**src/rtl/jump_ctrl.sv**
```systemverilog
// Program counter and conditional-jump unit: PC fetch advance, status snapshot,
// condition evaluation and two-byte absolute jump. Define JMP_REL_EN for one-byte relative jumps.
module jump_ctrl #(
    parameter int unsigned NumStatusBits = 3,
    parameter int unsigned AddrWidth     = 12
) (
    input  logic                     clk,
    input  logic                     res_n,
    input  logic [NumStatusBits-1:0] status,
    input  logic                     pc_inc,
    input  logic                     jmp_req,
    input  logic [2:0]               cond,
    input  logic [7:0]               addr_byte,
    input  logic                     addr_valid,
`ifdef JMP_REL_EN
    input  logic                     rel,
`endif
    output logic [AddrWidth-1:0]     pc,
    output logic                     busy,
    output logic                     done,
    output logic                     taken
);

    localparam int unsigned HiBits = AddrWidth - 8;

    typedef enum logic [1:0] {
        ST_IDLE = 2'd0,
        ST_LO   = 2'd1,
        ST_HI   = 2'd2,
        ST_UPD  = 2'd3
    } state_t;

    state_t                   state_q;
    state_t                   state_next;
    logic                     busy_d;
    logic                     done_d;
    logic                     taken_d;
    logic [2:0]               cond_q;
    logic [NumStatusBits-1:0] stat_q;
    logic [7:0]               lo_q;
    logic [HiBits-1:0]        hi_q;
    logic                     cond_true_c;
    logic                     rel_mode_c;
    logic [AddrWidth-1:0]     target_c;
    logic [AddrWidth-1:0]     pc_plus1_c;

`ifdef JMP_REL_EN
    logic                     rel_q;
    assign rel_mode_c = rel_q;
`else
    assign rel_mode_c = 1'b0;
`endif

    assign pc_plus1_c = pc + AddrWidth'(1);

    // Condition evaluated on the status snapshot taken with jmp_req
    always_comb begin
        cond_true_c = 1'b0;
        case (cond_q)
            3'b000:  cond_true_c = 1'b1;
            3'b001:  cond_true_c = stat_q[1];
            3'b010:  cond_true_c = ~stat_q[1];
            3'b011:  cond_true_c = stat_q[0];
            3'b100:  cond_true_c = ~stat_q[0];
            3'b101:  cond_true_c = stat_q[2];
            3'b110:  cond_true_c = ~stat_q[2];
            default: cond_true_c = 1'b0;
        endcase
    end

    // Jump target: relative adds the sign-extended operand to the post-operand PC
    always_comb begin
        target_c = {hi_q, lo_q};
        if (rel_mode_c) begin
            target_c = pc + {{(AddrWidth-8){lo_q[7]}}, lo_q};
        end
    end

    // State and registered outputs
    always_ff @(posedge clk or negedge res_n) begin
        if (!res_n) begin
            state_q <= ST_IDLE;
            busy    <= 1'b0;
            done    <= 1'b0;
            taken   <= 1'b0;
        end else begin
            state_q <= state_next;
            busy    <= busy_d;
            done    <= done_d;
            taken   <= taken_d;
        end
    end

    // Next-state logic
    always_comb begin
        state_next = state_q;
        case (state_q)
            ST_IDLE: if (jmp_req) state_next = ST_LO;
            ST_LO:   if (addr_valid) state_next = rel_mode_c ? ST_UPD : ST_HI;
            ST_HI:   if (addr_valid) state_next = ST_UPD;
            ST_UPD:  state_next = ST_IDLE;
            default: state_next = ST_IDLE;
        endcase
    end

    // Output values for the upcoming state, registered above
    always_comb begin
        busy_d  = 1'b0;
        done_d  = 1'b0;
        taken_d = 1'b0;
        if (state_next != ST_IDLE) begin
            busy_d = 1'b1;
        end
        if (state_next == ST_UPD) begin
            done_d  = 1'b1;
            taken_d = cond_true_c;
        end
    end

    // PC and operand latches
    always_ff @(posedge clk or negedge res_n) begin
        if (!res_n) begin
            pc     <= '0;
            cond_q <= '0;
            stat_q <= '0;
            lo_q   <= '0;
            hi_q   <= '0;
`ifdef JMP_REL_EN
            rel_q  <= 1'b0;
`endif
        end else begin
            case (state_q)
                ST_IDLE: begin
                    if (jmp_req) begin
                        cond_q <= cond;
                        stat_q <= status;
`ifdef JMP_REL_EN
                        rel_q  <= rel;
`endif
                        pc     <= pc_plus1_c;
                    end else if (pc_inc) begin
                        pc     <= pc_plus1_c;
                    end
                end
                ST_LO: begin
                    if (addr_valid) begin
                        lo_q <= addr_byte;
                        pc   <= pc_plus1_c;
                    end
                end
                ST_HI: begin
                    if (addr_valid) begin
                        hi_q <= addr_byte[HiBits-1:0];
                        pc   <= pc_plus1_c;
                    end
                end
                ST_UPD: begin
                    if (taken) begin
                        pc <= target_c;
                    end
                end
                default: ;
            endcase
        end
    end

endmodule

```
**config.mk**
```make
export PLATFORM = sky130hd
export DESIGN_NAME = jump_ctrl
export DESIGN_NICKNAME = d
export VERILOG_FILES = /design/src/rtl/jump_ctrl.sv
export SDC_FILE = /design/constraint.sdc
export NUM_CORES = 1
export LEC_CHECK = 0
export ABC_AREA = 1
export BUFFER_PORTS_ARGS = -buffer_cell sky130_fd_sc_hd__buf_2
export CAP_MARGIN = 10
export CELL_PAD_IN_SITES_DETAIL_PLACEMENT = 2
export CELL_PAD_IN_SITES_GLOBAL_PLACEMENT = 2
export CORE_MARGIN = 1
export CORE_UTILIZATION = 30
export DETAILED_ROUTE_END_ITERATION = 8
export HOLD_SLACK_MARGIN = 0.02
export PLACE_DENSITY = 0.86
export SLEW_MARGIN = 20
export SYNTH_ARGS = -nofsm -noshare
export SYNTH_HDL_FRONTEND = slang
export SYNTH_SLANG_ARGS = --single-unit
```
**constraint.sdc**
```tcl
create_clock -name clk -period 1.8 [get_ports clk]
set_input_delay 0.09 -clock clk [delete_from_list [all_inputs] [get_ports clk]]
set_output_delay 0.09 -clock clk [all_outputs]
set_load 0.05 [all_outputs]
```
==> impl_metrics.env <==
export IMPL_status="complete, no violations"
export IMPL_vias=1729
export IMPL_synth_fa_ha_area_frac=0.0473
export IMPL_die_area_sq_mm=0.00649
export IMPL_crit_required_ns=1.99
export IMPL_avgSynthCellArea_sq_um=8.02
export IMPL_clockRootBuffer="clkbuf_8"
export IMPL_critPathSlowestCell="dfrtp_2"
export IMPL_multi_input_comb_area_sq_um=852
export IMPL_synth_top_family_by_area="simple AND/OR/NAND/NOR gates"
export IMPL_path_buf_inv=2
export IMPL_synth_xor_area_frac=0.00946
export IMPL_routed_via_density=4.86
export IMPL_initial_core_util=0.313
export IMPL_cts_made_buffers=5
export IMPL_arrival_ns=1.83
export IMPL_endpoint_kind="flip-flop"
export IMPL_die_h_um=80.6
export IMPL_clock_path_buffers=2
export IMPL_crit_top_cell="nand2_1"
export IMPL_cp_max_fo=12
export IMPL_max_cap_violations=0
export IMPL_setup_viol=0
export IMPL_slowest_delay_ns=0.43
export IMPL_ir_drop_v=0.000753
export IMPL_ant_nets=0
export IMPL_overflow=0
export IMPL_skew_ns=0.00663
export IMPL_path_clk_slew_ns=0.08
export IMPL_num_fill_cells=712
export IMPL_antenna_found_initial=0
export IMPL_htree_num_levels=2
export IMPL_max_slew_worst_pin_slew_ns=0.482
export IMPL_final_min_period_over_clock_period=0.913
export IMPL_synth_warnings=0
export IMPL_synthTopCellsByArea="dfrtp_1 (47%), nand2_1 (16%), o21ai_0 (5.1%), ha_1 (4.7%), nor2_1 (4.3%)"
export IMPL_fmax_mhz=608
export IMPL_drive_gt1_frac=0.235
export IMPL_p_leak_nw=1.21
export IMPL_ys_seq_elements=35
export IMPL_grt_max_degree=36
export IMPL_layout_common_cells="nand2_1 (80), dfrtp_1 (34), buf_2 (33)"
export IMPL_wirelength_um=5450
export IMPL_rsz0062_at_grt="false"
export IMPL_yosys_area_share_simple=0.273
export IMPL_drc=0
export IMPL_coreArea_sq_mm=0.00592
export IMPL_yosysUniqueCellTypes=28
export IMPL_fin_area_sq_mm=0.00233
export IMPL_fp_dieW_um=80.6
export IMPL_synth_compound_area_share=0.105
export IMPL_clk_latency_ns=0.30
export IMPL_gp_congestion=0.737
export IMPL_fin_nets=306
export IMPL_critPathKind="flip-flop to flip-flop"
export IMPL_track_usage=0.196
export IMPL_dr_pass1_iters=4
export IMPL_crit_chain="inv_1 -> ha_1 -> nand2_1 -> o21ai_2 -> nor2_4 -> buf_6 -> nand2_1 -> a21oi_1 -> nor2_1"
export IMPL_cts_sinks=35
export IMPL_area_delta_synth_final_pct=25.8
export IMPL_path_delay_family="flip-flops"
export IMPL_grt_pass1_wl_um=9200
export IMPL_final_common_cell="nand2_1"
export IMPL_synth_mux_area_frac=0.0243
export IMPL_seqCellArea_sq_um=877
export IMPL_grt_pass1_vias=1907
export IMPL_netlist_area_sq_mm=0.00185
export IMPL_post_route_min_period_ns=1.64
export IMPL_antenna_cells=0
export IMPL_setup_tns_ns=0
export IMPL_drtIter0Drc=45
export IMPL_cts_tree="built"
export IMPL_place_area_sq_mm=0.00212
export IMPL_slew_violations=0
export IMPL_synth_top_area_share=0.473
export IMPL_hpwlAfterDp_um=3830
export IMPL_yosys_area_top_type="dfrtp_1"
export IMPL_maxSlewHeadroom=0.678
export IMPL_syn_nets=257
export IMPL_hold_class="input port to flip-flop"
export IMPL_rows=28
export IMPL_ios=34
export IMPL_hold_violations=0
export IMPL_portBuffers=33
export IMPL_wl_per_cell_um=15.3
export IMPL_cp_start_kind="flip-flop"
export IMPL_postSynthCellCount=231
export IMPL_fin_util=0.393
export IMPL_synth_seq_area_share=0.473
export IMPL_power_density_mw_per_mm2=1950
==> cell usage after synthesis (all sizes together) <==
cell / number
nand4: 1
clkinv: 1
clkbuf: 1
dfrtp: 35
nor2: 25
buf: 4
o22ai: 1
o21ai: 22
a22oi: 1
o211ai: 1
nand2: 80
xnor2: 2
inv: 21
or2: 2
nand3b: 3
nand3: 11
ha: 7
mux2: 4
a31oi: 1
a21oi: 8
==> what timing repair did <==
item / in CTS / in global routing
hold endpoints to repair: 41 / 0
setup endpoints to repair: 0 / 11
resized for setup: 0 / 5
hold buffers: 7 / 0
setup buffers: 0 / 2
==> cells by family after synthesis <==
group	after synthesis
AO/OA/AOI/OAI	34
buffers and inverters	27
flip-flops	35
AND/OR/NAND/NOR	122
adder cells (fa/ha/maj)	7
multiplexers	4
XOR/XNOR	2
==> layer usage <==
metal / track usage / wire [um] / up-vias
li1: - / - / 826
met1: 0.204 / 2240 / 860
met4: 0.0839 / 119 / 0
met5: 0 / 0 / -
met2: 0.372 / 2920 / 34
met3: 0.0409 / 180 / 9
==> layout make-up <==
cell class	instances	share of cell area
flip-flops and latches	35	0.376
repair buffers	47	0.131
multi-input cells	169	0.366
well taps	75	0.0403
inverters	22	0.0365
clock inverters	2	0.0150
clock buffers	6	0.0354
==> final timing paths <==
kind / from / endpoint / slack, ns / cells past startpoint
worst max-delay path: state_q[0] / pc[6] / 0.16 / 9
worst min-delay path: cond[0] / cond_q[0] / 0.04 / 2
worst max register to register: state_q[0] / pc[6] / 0.16 / 9
worst min register to register: hi_q[0] / hi_q[0] / 0.49 / 2
max in group asynchronous: res_n / state_q[0] / 1.06 / 3
min in group asynchronous: res_n / pc[4] / 0.37 / 3
==> worst reg2reg max path, cell delays in order (launching register included) <==
cell and delay (ns):
dfrtp_2 0.43, inv_1 0.14, ha_1 0.25, nand2_1 0.10, o21ai_2 0.08, nor2_4 0.14, buf_6 0.17, nand2_1 0.06
a21oi_1 0.11, nor2_1 0.05
==> through the flow <==
stage               hold WS, ns  power, W  setup WS, ns  std cells
finish                   0.0360   0.00455         0.157        356
CTS                      0.0247   0.00458        0.0433        354
floorplan                -0.206   0.00312         0.149        231
global placement          0.165   0.00360         0.241        339
global route             0.0347   0.00491        0.0151        356
detailed placement        0.168   0.00373        0.0674        339
==> flip-flops by register name (all words and copies together) (netlist names) <==
name / flops
stat_q: 3
done: 1
pc: 12
state_q: 2
hi_q: 4
busy: 1
cond_q: 3
taken: 1
lo_q: 8
==> where the power goes <==
group / internal (W) / leakage, nW / switching [W]
registers: 0.00116 / 0.426 / 0.000345
clock network: 0.000449 / 0.0612 / 0.000314
logic: 0.000725 / 0.722 / 0.00155
total: 0.00234 / 1.21 / 0.00221
No activity file was read; power rests on OpenSTA's default activity.
